===== src/rtl/mult_share_arbiter.sv =====
// Round-robin front end that time-shares one fixed-latency multiplier between two
// valid/ready requesters and returns each product to the requester that asked for it.
module mult_share_arbiter #(
    parameter int WIDTH   = 32,
    parameter int LATENCY = 34
) (
    input  logic                 clk,
    input  logic                 rst_n,
    input  logic                 req0_valid,
    output logic                 req0_ready,
    input  logic [WIDTH-1:0]     req0_a,
    input  logic [WIDTH-1:0]     req0_b,
    output logic                 rsp0_valid,
    input  logic                 rsp0_ready,
    output logic [2*WIDTH-1:0]   rsp0_p,
    input  logic                 req1_valid,
    output logic                 req1_ready,
    input  logic [WIDTH-1:0]     req1_a,
    input  logic [WIDTH-1:0]     req1_b,
    output logic                 rsp1_valid,
    input  logic                 rsp1_ready,
    output logic [2*WIDTH-1:0]   rsp1_p,
    output logic [WIDTH-1:0]     mul_a,
    output logic [WIDTH-1:0]     mul_b,
    input  logic [2*WIDTH-1:0]   mul_p,
    output logic                 busy,
    output logic [15:0]          op_count
);

    localparam logic [1:0] S_IDLE = 2'd0;
    localparam logic [1:0] S_BUSY = 2'd1;
    localparam logic [1:0] S_RESP = 2'd2;
    localparam logic [7:0] CNT_INIT = 8'(LATENCY - 1);

    logic [1:0]         r_state;
    logic               r_last_grant;
    logic               r_owner;
    logic [7:0]         r_cnt;
    logic [WIDTH-1:0]   r_mul_a;
    logic [WIDTH-1:0]   r_mul_b;
    logic [2*WIDTH-1:0] r_rsp_p;
    logic               r_rsp_valid;
    logic [15:0]        r_op_count;

    logic w_grant0;
    logic w_grant1;
    logic w_idle;
    logic w_accept;
    logic w_rsp_ready;

    // On a tie the requester that was not served last wins.
    always_comb begin
        w_grant0    = req0_valid && (!req1_valid || r_last_grant);
        w_grant1    = req1_valid && (!req0_valid || !r_last_grant);
        w_idle      = rst_n && (r_state == S_IDLE);
        w_accept    = w_idle && (w_grant0 || w_grant1);
        w_rsp_ready = r_owner ? rsp1_ready : rsp0_ready;
    end

    assign req0_ready = w_idle && w_grant0;
    assign req1_ready = w_idle && w_grant1;
    assign rsp0_valid = r_rsp_valid && !r_owner;
    assign rsp1_valid = r_rsp_valid && r_owner;
    assign rsp0_p     = r_rsp_p;
    assign rsp1_p     = r_rsp_p;
    assign mul_a      = r_mul_a;
    assign mul_b      = r_mul_b;
    assign busy       = (r_state != S_IDLE);
    assign op_count   = r_op_count;

    always_ff @(posedge clk or negedge rst_n) begin
        if (!rst_n) begin
            r_state      <= S_IDLE;
            r_last_grant <= 1'b1;
            r_owner      <= 1'b0;
            r_cnt        <= '0;
            r_mul_a      <= '0;
            r_mul_b      <= '0;
            r_rsp_p      <= '0;
            r_rsp_valid  <= 1'b0;
            r_op_count   <= '0;
        end else begin
            case (r_state)
                S_IDLE: begin
                    if (w_accept) begin
                        r_mul_a      <= w_grant1 ? req1_a : req0_a;
                        r_mul_b      <= w_grant1 ? req1_b : req0_b;
                        r_owner      <= w_grant1;
                        r_last_grant <= w_grant1;
                        r_cnt        <= CNT_INIT;
                        r_state      <= S_BUSY;
                    end
                end
                S_BUSY: begin
                    // Operands have now been stable for LATENCY cycles.
                    if (r_cnt == 8'd0) begin
                        r_rsp_p     <= mul_p;
                        r_rsp_valid <= 1'b1;
                        r_state     <= S_RESP;
                    end else begin
                        r_cnt <= r_cnt - 8'd1;
                    end
                end
                S_RESP: begin
                    if (w_rsp_ready) begin
                        r_rsp_valid <= 1'b0;
                        r_op_count  <= r_op_count + 16'd1;
                        r_state     <= S_IDLE;
                    end
                end
                default: begin
                    r_state     <= S_IDLE;
                    r_rsp_valid <= 1'b0;
                end
            endcase
        end
    end

endmodule


===== config.mk =====
export PLATFORM = sky130hd
export DESIGN_NAME = mult_share_arbiter
export DESIGN_NICKNAME = d
export VERILOG_FILES = /design/src/rtl/mult_share_arbiter.sv
export SDC_FILE = /design/constraint.sdc
export NUM_CORES = 1
export LEC_CHECK = 0
export CAP_MARGIN = 0
export CORE_AREA = 2 2 160 162
export CTS_BUF_LIST = sky130_fd_sc_hd__clkbuf_4 sky130_fd_sc_hd__clkbuf_8
export CTS_CLUSTER_DIAMETER = 150
export DETAILED_ROUTE_END_ITERATION = 8
export DIE_AREA = 0 0 162 164
export GPL_ROUTABILITY_DRIVEN = 0
export PLACE_DENSITY_LB_ADDON = 0.2
export REMOVE_ABC_BUFFERS = 1
export SLEW_MARGIN = 0
export SYNTH_ARGS = -nofsm -noshare
export SYNTH_HDL_FRONTEND = slang
export SYNTH_SLANG_ARGS = --single-unit

===== constraint.sdc =====
create_clock -name clk -period 2.1 [get_ports clk]
set_clock_uncertainty 0.15 [all_clocks]
set_input_delay 0.21 -clock clk [delete_from_list [all_inputs] [get_ports clk]]
set_output_delay 0.21 -clock clk [all_outputs]
set_load 0.05 [all_outputs]

==> metrics.txt <==
Critical Path, Cell by Cell=clkdlybuf4s50_1; Mapped Cells=620; crit path max fanout=3; RR Endpoint=r_cnt[4]; vias post-DR=5,763; core area=24,800 sq um; Die Wd=162 um; Rel. slew slack=0.425; htree depth=4; Std-Cell Rows=58; Initial DRC Count=233; VDD IR-drop max=1.47 mV; Die H=164 um; DRC violations left=0; number of synthesized register bits=157; Max Cap Violations=0; worst-margin pin slew=0.863 ns; final hold vios=0; slowest CP cell=clkdlybuf4s50_1; CTS root buf=clkbuf_8; worst hold path class=primary input to flip-flop; Buf/Inv on CP=1; share of flip-flops with an asynchronous set or reset=1.00; vias per cell=4.36; Routed Antenna Nets=0; Critical Path AT=1.67 ns; gr ovfl total=0; min Tclk post-route=2.03 ns; Reg2Reg Depth=7; Hold Crit Start=mul_p[58]; Ys Warns=0; Leak=5.28 nW; Fill cells=2,321; Clock Pin Slew Worst Setup and Hold Paths=0.10 ns; EDFF count, synth=0; cell area after placement=11,400 sq um; die area=26,600 sq um; Clock Sink Count=157; number of global-route vias before repair=5,785; pre-CTS setup slack=0.0717 ns; final worst slack=0.0720 ns; largest net degree at the start of global routing=158; area grow syn2layout=63.3%; synth unique cells=45; cell family with most CP delay=buffers and inverters; Worst-Skew Late Latency=0.44 ns; Boundary Pins=411; Post-DP HPWL=17,400 um; Crit Path Class=flip-flop to primary output; GR Util All Layers=0.167; final setup fails=0; CTS tree=done; most used flip-flop cell after synthesis=dfrtp_1; Port-buffer cells=410; FF-to-FF setup slack=0.14 ns; hold path cells=2; TritonCTS Buffers=17; drt wl/cell=17.0 um; Req. time, crit path=1.74 ns; ant diodes=0; max-slew violations=0; crit-path max cell delay=0.85 ns; dpl cells=1,288; Tot Pwr=21.2 mW; CP startpoint kind=flip-flop; Initial Utilization=0.293; WL final=22,500 um; nets=1,180; PD cells=1780 nW/um^2; final instance area=11,900 sq um; worst reg2reg path startpoint=r_cnt[0]; post-synthesis cell area=7280 sq um; Max Freq=0.493 GHz; Max clock buf depth=2; crit end category=primary output; period utilisation layout=0.966; proportion of layout cells with a drive suffix above 1=0.103; sequential share of the synthesized area=0.540; initial antenna violation count=0; Post-Layout Cell Count=1,321; wire length of the first global-routing pass=34,200 um; status=complete, no violations; Mapped Avg Cell Area=11.7 sq um; WHS Endpoint=rsp0_p[58]; total iterations of the first detailed-routing run=4; setup TNS=0 ns
==> what timing repair did <==
action	CTS	global route
gates resized for setup	33	42
hold endpoints to repair	156	0
buffers inserted	0	1
pin swaps	0	1
hold buffers	1	0
cloned	0	0
endpoints found under the setup margin	34	45
==> synthesized netlist by cell type, types with 2 or more instances <==
| cell type | count | area [sq um] |
|---|---|---|
| mux2i_1 | 66 | 661 |
| buf_4 | 65 | 488 |
| and3_1 | 2 | 12.5 |
| buf_6 | 5 | 56.3 |
| nand3_1 | 5 | 25.0 |
| nor3b_2 | 2 | 25.0 |
| xor2_1 | 9 | 78.8 |
| ha_1 | 3 | 37.5 |
| and2_1 | 3 | 18.8 |
| xnor2_1 | 8 | 70.1 |
| a21oi_1 | 71 | 355 |
| o21ai_0 | 2 | 10.0 |
| nand2_1 | 16 | 60.1 |
| nor3_2 | 4 | 40.0 |
| nand4b_1 | 2 | 17.5 |
| nand4_1 | 6 | 37.5 |
| nor3_1 | 2 | 10.0 |
| o21a_1 | 2 | 15.0 |
| mux2_2 | 16 | 180 |
| mux2_1 | 49 | 552 |
| nor2b_1 | 2 | 12.5 |
| nand3b_1 | 2 | 15.0 |
| buf_2 | 25 | 125 |
| inv_1 | 5 | 18.8 |
| dfrtp_1 | 156 | 3900 |
| nor2_1 | 73 | 274 |
==> where the power goes <==
part           internal [mW]  switching [mW]  leakage [nW]
clock network          0.967            1.19         0.172
logic                   4.48            9.12          3.28
registers               4.41            1.01          1.82
==> layer usage <==
metal,up-vias,wire (um),track usage
li1,2787,-,-
met1,2704,8610,0.195
met5,-,0,0
met3,13,2300,0.0692
met4,0,119,0.0362
met2,259,11400,0.288
==> metrics by stage <==
step	hold WS [ns]	util
global placement	0.308	0.461
detailed placement	0.312	0.461
CTS	0.152	0.474
global route	0.152	0.479
floorplan	-0.236	-
finish	0.200	0.479
==> cell usage in the layout, fill, tap and decap left out, drive strengths merged, types with 2 or more instances in the layout <==
cell / n
nand3b: 2
inv: 9
xor2: 9
clkbuf: 19
dlygate4sd2: 32
a21oi: 71
nand3: 5
clkdlybuf4s50: 330
nand4b: 2
mux2i: 66
nor2b: 2
nand2b: 2
o21ai: 2
xnor2: 8
nor2: 73
o21a: 2
mux2: 65
clkinv: 2
dlymetal6s2s: 36
nor3: 6
buf: 36
clkinvlp: 5
nor3b: 4
and3: 2
nand4: 6
dfrtp: 156
and2: 3
nand2: 16
ha: 3
==> sequential cells by signal, indices dropped and copies added, names as in the netlist <==
| signal | count |
|---|---|
| r_rsp_valid | 1 |
| r_cnt | 8 |
| rsp0_p | 64 |
| mul_a | 32 |
| r_last_grant | 1 |
| mul_b | 32 |
| op_count | 16 |
| r_state | 2 |
| r_owner | 1 |
==> kinds of logic after synthesis <==
| family | synth area share |
|---|---|
| DFF | 0.540 |
| muxes | 0.191 |
| and+or+nand+nor | 0.0904 |
| buffers and inverters | 0.0945 |
| AOI/OAI and AO/OA | 0.0586 |
| xor gates and xnor gates | 0.0204 |
| adders and majority gates | 0.00516 |
==> layout make-up <==
cell class	count	area, sq um	share of cell area
Clock buffer	19	249	0.0209
Clock inverter	12	113	0.00947
Inverter	5	18.8	0.00158
Multi-Input combinational cell	363	2720	0.229
Sequential cell	157	3930	0.331
Tap cell	330	413	0.0347
Timing Repair Buffer	435	4440	0.374
==> how the worst max path moves through the flow <==
stage	cells past startpoint	from	slack, ns	to
after floorplan	2	r_last_grant	-6.20	req1_ready
after global placement	7	r_cnt[0]	0.12	r_cnt[4]
after detailed placement	7	r_cnt[0]	0.07	r_cnt[4]
after CTS	5	r_state[1]	-0.05	req0_ready
after global routing	5	r_state[0]	-0.02	req0_ready
final	1	rsp0_p[30]	0.07	rsp1_p[30]
No activity file was read; power rests on OpenSTA's default activity.
